$ cat config.mk
export PLATFORM = sky130hd
export DESIGN_NAME = psum_accum_ctrl
export DESIGN_NICKNAME = d
export VERILOG_FILES = /design/src/rtl/psum_pkg.sv /design/src/rtl/psum_sat_add.sv /design/src/rtl/psum_accum_ctrl.sv
export SDC_FILE = /design/constraint.sdc
export NUM_CORES = 1
export LEC_CHECK = 0
export ABC_AREA = 1
export ABC_CLOCK_PERIOD_IN_PS = 5200
export BUFFER_PORTS_ARGS = -buffer_cell sky130_fd_sc_hd__buf_2
export CORE_UTILIZATION = 55
export DETAILED_ROUTE_END_ITERATION = 7
export PLACE_DENSITY_LB_ADDON = 0.05
export SLEW_MARGIN = 15
export SYNTH_ARGS = -nofsm -noshare
export SYNTH_HDL_FRONTEND = slang
export SYNTH_HIERARCHICAL = 1
export SYNTH_SLANG_ARGS = --single-unit
$ cat constraint.sdc
create_clock -name clk -period 5.2 [get_ports clk]
set_input_delay 1.04 -clock clk [delete_from_list [all_inputs] [get_ports clk]]
set_output_delay 1.04 -clock clk [all_outputs]
set_load 0.01 [all_outputs]
$ cat src/rtl/psum_pkg.sv
// Shared definitions for the psum read-modify-write engine.
//  - state_t     : FSM state encoding of psum_accum_ctrl
//  - PSENB_BIT   : bit of the config register that hands the BRAM bus to the PS
//  - BYTE_SHIFT  : word index to byte address shift (32-bit words)
//  - sat_add     : signed add with optional clamp to a given word width
package psum_pkg;

  typedef enum logic [2:0] {
    ST_IDLE = 3'd0,
    ST_RD   = 3'd1,
    ST_WAIT = 3'd2,
    ST_WR   = 3'd3,
    ST_CLR  = 3'd4
  } state_t;

  localparam int PSENB_BIT  = 2;
  localparam int BYTE_SHIFT = 2;

  // Operands arrive sign-extended to 64 bits, so the raw sum cannot overflow
  // for any width up to 62. The caller truncates the result to its width;
  // with saturate=0 that truncation is the modulo wrap.
  function automatic logic signed [63:0] sat_add(
    input logic signed [63:0] a,
    input logic signed [63:0] b,
    input int unsigned        width,
    input logic               saturate
  );
    logic signed [63:0] sum_v;
    logic signed [63:0] max_v;
    logic signed [63:0] min_v;
    sum_v = a + b;
    max_v = (64'sd1 <<< (width - 32'd1)) - 64'sd1;
    min_v = -(64'sd1 <<< (width - 32'd1));
    if (saturate && (sum_v > max_v)) begin
      sat_add = max_v;
    end else if (saturate && (sum_v < min_v)) begin
      sat_add = min_v;
    end else begin
      sat_add = sum_v;
    end
  endfunction

endpackage

$ cat src/rtl/psum_sat_add.sv
// Combinational signed adder for psum words, clamping to the signed range
// when SATURATE is non-zero and wrapping otherwise.
// Ports:
//   a, b : DATA_WIDTH-bit two's complement operands
//   sum  : DATA_WIDTH-bit result
module psum_sat_add
  import psum_pkg::*;
#(
  parameter int DATA_WIDTH = 32,
  parameter int SATURATE   = 1
) (
  input  logic [DATA_WIDTH-1:0] a,
  input  logic [DATA_WIDTH-1:0] b,
  output logic [DATA_WIDTH-1:0] sum
);

  assign sum = DATA_WIDTH'(sat_add(64'(signed'(a)), 64'(signed'(b)),
                                   DATA_WIDTH, SATURATE != 0));

endmodule

$ cat src/rtl/psum_accum_ctrl.sv
// Read-modify-write engine driving the PL port of the psum BRAM mux.
// Accepted partial sums are either written directly (first pass) or read,
// added to the stored word and written back. A clear sweep zeroes DEPTH
// words. Whenever the PS owns the bus (conf bit PSENB_BIT) the engine stays
// idle, and any operation in flight is aborted with a sticky error flag.
// Ports:
//   clk, rst            : clock, synchronous active-high reset
//   i_conf_ctrl         : config register, PSENB_BIT = PS owns the bus
//   i_psum_vld/idx/data/first, o_psum_rdy : partial sum handshake
//   i_clr_start, o_clr_done               : clear sweep start / done pulse
//   o_busy, o_err, o_wr_cnt               : status and completed-write count
//   mem_addr/idat/odat/wren/enb/rst       : BRAM port (byte address)
module psum_accum_ctrl
  import psum_pkg::*;
#(
  parameter int              DATA_WIDTH = 32,
  parameter int              ADDR_WIDTH = 32,
  parameter int              NUM_BYTE   = 4,
  parameter int              REG_WIDTH  = 32,
  parameter int              IDX_WIDTH  = 10,
  parameter int              DEPTH      = 1024,
  parameter logic [31:0]     BASE_ADDR  = 32'h0,
  parameter int              RD_LAT     = 2,
  parameter int              SATURATE   = 1
) (
  input  logic                  clk,
  input  logic                  rst,
  input  logic [REG_WIDTH-1:0]  i_conf_ctrl,
  input  logic                  i_psum_vld,
  input  logic [IDX_WIDTH-1:0]  i_psum_idx,
  input  logic [DATA_WIDTH-1:0] i_psum_data,
  input  logic                  i_psum_first,
  output logic                  o_psum_rdy,
  input  logic                  i_clr_start,
  output logic                  o_clr_done,
  output logic                  o_busy,
  output logic                  o_err,
  output logic [31:0]           o_wr_cnt,
  output logic [ADDR_WIDTH-1:0] mem_addr,
  output logic [DATA_WIDTH-1:0] mem_idat,
  input  logic [DATA_WIDTH-1:0] mem_odat,
  output logic [NUM_BYTE-1:0]   mem_wren,
  output logic                  mem_enb,
  output logic                  mem_rst
);

  localparam int                   WAIT_W    = (RD_LAT > 1) ? $clog2(RD_LAT) : 1;
  localparam logic [WAIT_W-1:0]    WAIT_LOAD = WAIT_W'(RD_LAT - 1);
  localparam logic [WAIT_W-1:0]    WAIT_ONE  = WAIT_W'(1);
  localparam logic [IDX_WIDTH-1:0] IDX_ONE   = IDX_WIDTH'(1);
  localparam logic [IDX_WIDTH-1:0] LAST_IDX  = IDX_WIDTH'(DEPTH - 1);

  state_t                  state_r, state_s;
  logic [IDX_WIDTH-1:0]    idx_r, idx_s;
  logic [DATA_WIDTH-1:0]   data_r, data_s;
  logic [WAIT_W-1:0]       wait_r, wait_s;
  logic [ADDR_WIDTH-1:0]   addr_s;
  logic [DATA_WIDTH-1:0]   idat_s;
  logic                    enb_s, wr_s, done_s, err_s, cnt_inc_s;
  logic [DATA_WIDTH-1:0]   sum_s;
  logic                    psenb_s;
  logic                    unused_conf_s;

  assign psenb_s       = i_conf_ctrl[PSENB_BIT];
  assign unused_conf_s = ^{i_conf_ctrl[REG_WIDTH-1:PSENB_BIT+1], i_conf_ctrl[PSENB_BIT-1:0]};
  assign mem_rst       = 1'b0;

  // Ready must be combinational in the current state so that a clear
  // request or a PS takeover in the same cycle withdraws it before accept.
  assign o_psum_rdy = (state_r == ST_IDLE) & ~psenb_s & ~i_clr_start & ~rst;

  function automatic logic [ADDR_WIDTH-1:0] word_addr(input logic [IDX_WIDTH-1:0] idx);
    return ADDR_WIDTH'(BASE_ADDR) + (ADDR_WIDTH'(idx) << BYTE_SHIFT);
  endfunction

  // Stored word (arriving on mem_odat in the last WAIT cycle) plus captured data.
  psum_sat_add #(
    .DATA_WIDTH (DATA_WIDTH),
    .SATURATE   (SATURATE)
  ) u_sat_add (
    .a   (mem_odat),
    .b   (data_r),
    .sum (sum_s)
  );

  // Next-state and next-output logic; bus outputs are registered so the
  // values computed here appear on the port in the cycle of the new state.
  always_comb begin
    state_s   = state_r;
    idx_s     = idx_r;
    data_s    = data_r;
    wait_s    = wait_r;
    addr_s    = mem_addr;
    idat_s    = mem_idat;
    enb_s     = 1'b0;
    wr_s      = 1'b0;
    done_s    = 1'b0;
    err_s     = o_err;
    cnt_inc_s = 1'b0;
    case (state_r)
      ST_IDLE: begin
        if (psenb_s) begin
          state_s = ST_IDLE;
        end else if (i_clr_start) begin
          state_s = ST_CLR;
          idx_s   = '0;
          addr_s  = word_addr('0);
          idat_s  = '0;
          enb_s   = 1'b1;
          wr_s    = 1'b1;
        end else if (i_psum_vld) begin
          idx_s  = i_psum_idx;
          data_s = i_psum_data;
          addr_s = word_addr(i_psum_idx);
          enb_s  = 1'b1;
          if (i_psum_first) begin
            state_s = ST_WR;
            wr_s    = 1'b1;
            idat_s  = i_psum_data;
          end else begin
            state_s = ST_RD;
          end
        end else begin
          state_s = ST_IDLE;
        end
      end
      ST_RD: begin
        if (psenb_s) begin
          state_s = ST_IDLE;
          err_s   = 1'b1;
        end else begin
          // Stay in WAIT for RD_LAT cycles: counter runs RD_LAT-1 down to 0.
          state_s = ST_WAIT;
          wait_s  = WAIT_LOAD;
        end
      end
      ST_WAIT: begin
        if (psenb_s) begin
          state_s = ST_IDLE;
          err_s   = 1'b1;
        end else if (wait_r == '0) begin
          state_s = ST_WR;
          idat_s  = sum_s;
          enb_s   = 1'b1;
          wr_s    = 1'b1;
        end else begin
          wait_s = wait_r - WAIT_ONE;
        end
      end
      ST_WR: begin
        if (psenb_s) begin
          state_s = ST_IDLE;
          err_s   = 1'b1;
        end else begin
          state_s   = ST_IDLE;
          cnt_inc_s = 1'b1;
        end
      end
      ST_CLR: begin
        if (psenb_s) begin
          state_s = ST_IDLE;
          err_s   = 1'b1;
        end else if (idx_r == LAST_IDX) begin
          state_s = ST_IDLE;
          done_s  = 1'b1;
        end else begin
          idx_s  = idx_r + IDX_ONE;
          addr_s = word_addr(idx_r + IDX_ONE);
          idat_s = '0;
          enb_s  = 1'b1;
          wr_s   = 1'b1;
        end
      end
      default: begin
        state_s = ST_IDLE;
      end
    endcase
  end

  // State, captured operands, counters and registered port outputs.
  always_ff @(posedge clk) begin
    if (rst) begin
      state_r    <= ST_IDLE;
      idx_r      <= '0;
      data_r     <= '0;
      wait_r     <= '0;
      mem_addr   <= '0;
      mem_idat   <= '0;
      mem_wren   <= '0;
      mem_enb    <= 1'b0;
      o_clr_done <= 1'b0;
      o_busy     <= 1'b0;
      o_err      <= 1'b0;
      o_wr_cnt   <= 32'd0;
    end else begin
      state_r    <= state_s;
      idx_r      <= idx_s;
      data_r     <= data_s;
      wait_r     <= wait_s;
      mem_addr   <= addr_s;
      mem_idat   <= idat_s;
      mem_wren   <= wr_s ? {NUM_BYTE{1'b1}} : {NUM_BYTE{1'b0}};
      mem_enb    <= enb_s;
      o_clr_done <= done_s;
      o_busy     <= (state_s != ST_IDLE);
      o_err      <= err_s;
      if (cnt_inc_s) begin
        o_wr_cnt <= o_wr_cnt + 32'd1;
      end
    end
  end

endmodule

# --- Yosys cells after proc, flatten, opt, wreduce, memory -nomap -nowiden ---
# Index checks and enable logic that the tools add are counted.
# W data, S select, Z words.
op_classes:
  addsub: 4
  n_mux: 54
  bitwise_logic: 7
  eq_ne: 13
  reduce_logical: 12
  order_cmp: 2
op_table:
  columns: ["operator", "count"]
  rows:
  - ["$mux W32", 15]
  - ["$pmux W32 S3", 1]
  - ["$pmux W32 S2", 1]
  - ["$mux W10", 5]
  - ["$add A32 B32 Y33", 1]
  - ["$gt A33 B32 Y1 const B", 1]
  - ["$lt A33 B32 Y1 const B", 1]
  - ["$add A32 B1 Y32 const B", 1]
  - ["$mux W3", 7]
  - ["$pmux W10 S2", 1]
  - ["$mux W1", 17]
  - ["$ne A2 B2 Y1 const B", 6]
  - ["$pmux W3 S4", 1]
  - ["$add A10 B1 Y10 const B", 1]
  - ["$eq A10 B10 Y1 const B", 1]
  - ["$reduce_and A8 Y1", 1]
  - ["$eq A3 B2 Y1 const B", 2]
  - ["$ne A3 B3 Y1 const B", 2]
  - ["$pmux W1 S3", 2]
  - ["$reduce_bool A3 Y1", 2]
  - ["$reduce_and A5 Y1", 1]
  - ["$mux W2", 2]
  - ["$mux W4", 1]
  - ["$not A1 Y1", 4]
  - ["other kinds (12)", 15]
totals:
  regBits: 150
  word_cells: 104

# --- Longest topological paths before layout ---
logic_depth:
  depth_word: 7
  mapped_depth: 24

# --- Hierarchy ---
# The synthesis kept the hierarchy.
by_module_without_submodules:
  columns: ["module", "n_inst", "cells_each", "seq_area_each_um2", "area_per_inst_um2"]
  rows:
  - ["psum_accum_ctrl", 1, 1020, 2302.2, 6341.1]
  - ["psum_sat_add", 1, 540, 0.0, 2601.2]

# --- Least setup slack after synthesis ---
# Ideal clock, no wire load.
synth_path:
  path_kind: "input port to flip-flop"
  start: "input port mem_odat[0]"
  end: "register mem_idat[2]"
  arrival_ps: 2980
  path_slack_ps: 2156
  cell_stages: 21
  path_cell_list: "ha_1 -> inv_1 -> fa_1 -> inv_1 -> nand2_1 -> nand2_1 -> nand3_1 -> nand2_2 -> nand2_1 -> nand2_2 -> nand2_1 -> nand3_1 -> nand4_1 -> buf_2 -> nand2_1 -> nand3_1 -> o21ai_0 -> inv_1 -> nand2_1 -> inv_2 -> nor2_1"
synth_via:
  elab_chain_len: 7
  elab_cells_between_ends: 8
  classes_between: "add/sub (1); order compare (2); mux (5)"
synth_lines:
  columns: ["item", "line", "text"]
  rows:
  - ["start: declaration", "psum_accum_ctrl.sv:41", "input logic [DATA_WIDTH-1:0] mem_odat,"]
  - ["$add A32 B32 Y33 (*)", "psum_pkg.sv:31", "sum_v = a + b;"]
  - ["$lt A33 B32 Y1", "psum_pkg.sv:36", "end else if (saturate && (sum_v < min_v)) begin"]
  - ["$mux W32", "psum_pkg.sv:36", null]
  - ["$mux W32 (*)", "psum_pkg.sv:34", "if (saturate && (sum_v > max_v)) begin"]
  - ["named net sum_s[2]", "psum_accum_ctrl.sv:60", "logic [DATA_WIDTH-1:0] sum_s;"]
  - ["$mux W32 (*)", "psum_accum_ctrl.sv:141", "end else if (wait_r == '0) begin"]
  - ["$mux W32 (*)", "psum_accum_ctrl.sv:138", "if (psenb_s) begin"]
  - ["$pmux W32 S3 (*)", "psum_accum_ctrl.sv:100", "case (state_r)"]
  - ["end signal: assignment", "psum_accum_ctrl.sv:201", "mem_idat <= idat_s;"]
  - ["end: declaration", "psum_accum_ctrl.sv:40", "output logic [DATA_WIDTH-1:0] mem_idat,"]
# The timed path passes the listed nets; every way through them passes the cells marked *. The select of a mux whose other input is x is not followed.
# A chain may end at the register's enable or synchronous reset.

# --- Final worst setup path ---
layout_path:
  start: "input port mem_odat[0]"
  end: "register mem_idat[4]"
# Same word-level chain as after synthesis.

==> flow_summary_export.csv <==
group,metric,value,unit
hold_path,hp-start,"wait_r$_SDFFE_PP0P_",
sta,finalCritPeriodShare,66.9,%
sta,finClkSkew,0.00899,ns
yosys,synth-seq-cells,115,
cells_and_area,area.sequential,2300,µm²
yosys,avgSynthCellArea,5.73,µm²
setup_path,critPathMaxFanout,22,
placement,io_buffer_count,162,
placement,dpl.cell_count,1889,
sta,rsz0062_at_grt,"false",
global_routing,antenna_found_initial,0,
yosys,ys_seq_area_share,25.7,%
sta,final.setup.tns,0,ns
floorplan,ios,217,
cts,cts_tree,"yes",
floorplan,core-area,15900,µm²
setup_path,cp-end-kind,"register",
drt,vias,9687,
global_routing,grt_pass1_wl,39.5,mm
hold_path,hold_path_end,"wait_r$_SDFFE_PP0P_",
placement,dp.final_hpwl,18.4,mm
cts,cts_buffers,17,
yosys,yosys_warnings,6,
global_routing,grt_overflow,0,
setup_path,critical_path_class,"input port to register",
yosys,syn_area,8940,µm²
setup_path,crit_path_cell_trace,"buf_2 > ha_1 > inv_1 > fa_1 > inv_1 > nand2_1 > nand2_1 > nand3_1 > nand2_2 > nand2_1 > nand2_2 > nand2_1 > nand3_1 > nand4_1 > buf_6 > nand2_1 > nand3_1 > o21ai_0 > inv_1 > nand2_1 > inv_2 > nor2_1",
cts,cts_resized,0,
pwr,pwr_density_cell,279,nW/µm²
global_routing,grt_max_degree,48,
status,status,"finished clean",
sta,max_freq,0.287,GHz
setup_path,cp-start-kind,"input port",
drt,wl_per_cell,12.7,µm
pwr,leakagePower,5.80,nW
setup_path,worst_path_max_delay_cell,"fa_1",
cts,cts.clk_slew.worst_paths,0.06,ns
cts,ctsHoldBuffers,0,
placement,gp_congestion,0.953,
setup_path,cp_data_arrival_time,3.83,ns
setup_path,cp_top_family,"simple AND/OR/NAND/NOR gates",
sta,hold_violations,0,
cells_and_area,antenna_cells,0,
hold_path,hold_depth,2,
floorplan,die_w,130,µm
cts,clockBufferDepth,2,
global_routing,grt_pass1_vias,8443,
yosys,syn_inst,1560,
hold_path,min_path_type,"register to register",
yosys,synth-edff-count,0,
cts,cts.sinks,115,
pwr,peakVddDrop,238,µV
cts,h-tree-depth,4,
cells_and_area,syn2layout_area_growth,15.9,%
setup_path,max_stage_delay,0.40,ns
global_routing,grt_usage,29.7,%
setup_path,reg2reg_depth,21,
setup_path,r2r-start,"data_r[0]$_SDFFE_PP0P_",
setup_path,crit_top_cell,"nand2_1",
floorplan,die_area,16800,µm²
sta,maxSlewHeadroom,23.0,%
floorplan,initial_utilization,56.3,%
yosys,synth.area.top_cells,"dfxtp_1, nand2_1, inv_1, nor2_1, nand3_1",
yosys,synth_top_area_share,25.7,%
sta,report.final.slew_viol_count,0,
drt,via_per_inst,5.04,
run,maxCapViolCount,0,
setup_path,crit_buf_inv,6,
cts,clk_latency,0.42,ns
drt,firstDrtPassIters,5,
cells_and_area,final_net_count,1839,
drt,initialDrtViolationCount,641,
drt,ant_nets,0,
setup_path,ff2ff_setup_slack,2.08,ns
sta,fin_crit,3.48,ns
yosys,synth_ff_type,"dfxtp_1",
floorplan,row_count,46,
cells_and_area,instances_no_fill,1922,
cells_and_area,drive_above_1_share,14.9,%
cts,post_cts_buffers,0,
yosys,synth.distinct_cells,35,
sta,worstMarginPinSlew,1.16,ns
setup_path,critPathRequiredTime,5.55,ns
yosys,synthArstFlopShare,0,%
setup_path,r2r-end,"mem_idat[4]$_SDFFE_PP0P_",
drt,drcViolationCount,0,
cts,ctsRootBufferMaster,"clkbuf_16",
floorplan,die_height,130,µm
cells_and_area,fillers,1631,
drt,routed_wl,24.4,mm
sta,setup_viol,0,
cells_and_area,postLayoutCoreUtil,65.2,%
cells_and_area,multi_input_area,5290,µm²
yosys,synth_top_area_cell,"dfxtp_1",
==> through the flow <==
stage	power (W)	hold slack (ns)	worst slack, ns	instance area (µm²)
after global placement	0.00161	0.453	0.818	9710
after global routing	0.00305	0.504	1.39	10400
after detailed placement	0.00162	0.457	0.794	9710
final	0.00289	0.466	1.72	10400
after CTS	0.00290	0.466	1.24	10400
after floorplan	0.00146	0.441	2.16	9020
==> report_power, final <==
| group | internal (W) | switching (W) | total [W] |
|---|---|---|---|
| combinational | 0.000225 | 0.000414 | 0.000638 |
| clock | 0.000840 | 0.000444 | 0.00128 |
| sequential | 0.000935 | 0.0000343 | 0.000969 |
==> cell type report <==
type | count | area share (%)
multi-input combinational | 1126 | 51.1
sequential | 115 | 22.2
inverter | 264 | 9.56
timing repair buffer | 169 | 8.37
clock buffer | 20 | 4.50
tap | 216 | 2.61
clock inverter | 12 | 1.70
==> logic make-up (layout without fill, tap and decap cells) <==
family	after synthesis	after routing	share of synthesized area (%)
and+or+nand+nor	904	904	42.7
adders and majority gates	35	35	4.98
DFF	115	115	25.7
AOI/OAI and AO/OA	147	147	8.80
xor gates and xnor gates	17	17	1.67
buffers and inverters	341	465	16.0
other	1	23	0.0419
==> synth_stat cells, types with 3 or more instances <==
cell / instances
nand2_2: 9
ha_1: 34
buf_4: 28
nor3_1: 8
nand2_1: 489
o21bai_1: 12
clkbuf_1: 21
xor2_1: 15
o21a_1: 5
nand3_1: 91
nand4_1: 51
inv_2: 19
o21ai_1: 10
a21oi_1: 41
nand3_2: 5
dfxtp_1: 115
o21ai_0: 76
buf_6: 3
inv_1: 245
buf_1: 3
nor2_4: 7
nor2_2: 6
buf_2: 22
nor2_1: 227
nand3b_1: 3
==> worst reg2reg max path, delay by kind of cell (launching register included) <==
| family | cells | cell delay [ns] |
|---|---|---|
| DFF | 1 | 0.33 |
| and+or+nand+nor | 13 | 1.39 |
| AOI/OAI and AO/OA | 1 | 0.16 |
| adders and majority gates | 2 | 0.58 |
| buffers and inverters | 5 | 0.58 |
==> cell usage in the layout, fill, tap and decap left out, types with 17 or more instances in the layout <==
master     instances
nand2_1          489
inv_1            244
nor2_1           227
buf_2            162
dfxtp_1          115
nand3_1           91
o21ai_0           76
nand4_1           51
a21oi_1           41
ha_1              34
conb_1            23
inv_2             20
clkbuf_16         17
==> state kept, by name, indices dropped and copies added, names as in the netlist <==
| signal | flops |
|---|---|
| o_clr_done | 1 |
| o_err | 1 |
| o_busy | 1 |
| mem_enb | 1 |
| wait_r | 1 |
| mem_wren | 1 |
| o_wr_cnt | 32 |
| state_r | 3 |
| mem_idat | 32 |
| mem_addr | 10 |
| data_r | 32 |
==> worst max path at each step <==
stage	startpoint	endpoint	slack, ns	depth (start not counted)
6_report	mem_odat[0]	mem_idat[4]$_SDFFE_PP0P_	1.72	22
5_1_grt	mem_odat[0]	mem_idat[27]$_SDFFE_PP0P_	1.39	22
4_1_cts	mem_odat[0]	mem_idat[27]$_SDFFE_PP0P_	1.24	21
3_5_place_dp	mem_odat[0]	mem_idat[27]$_SDFFE_PP0P_	0.79	21
3_3_place_gp	mem_odat[0]	mem_idat[21]$_SDFFE_PP0P_	0.82	21
2_1_floorplan	mem_odat[0]	mem_idat[2]$_SDFFE_PP0P_	2.16	21
==> layer usage <==
metal | vias to the layer above | share of wire (%) | global-route usage, %
li1 | 5029 | - | -
met1 | 4332 | 46 | 39.4
met2 | 289 | 46 | 49.7
met3 | 37 | 5.5 | 4.00
met4 | 0 | 2.1 | 10.2
met5 | - | 0 | 0
No activity file was read; power rests on OpenSTA's default activity.
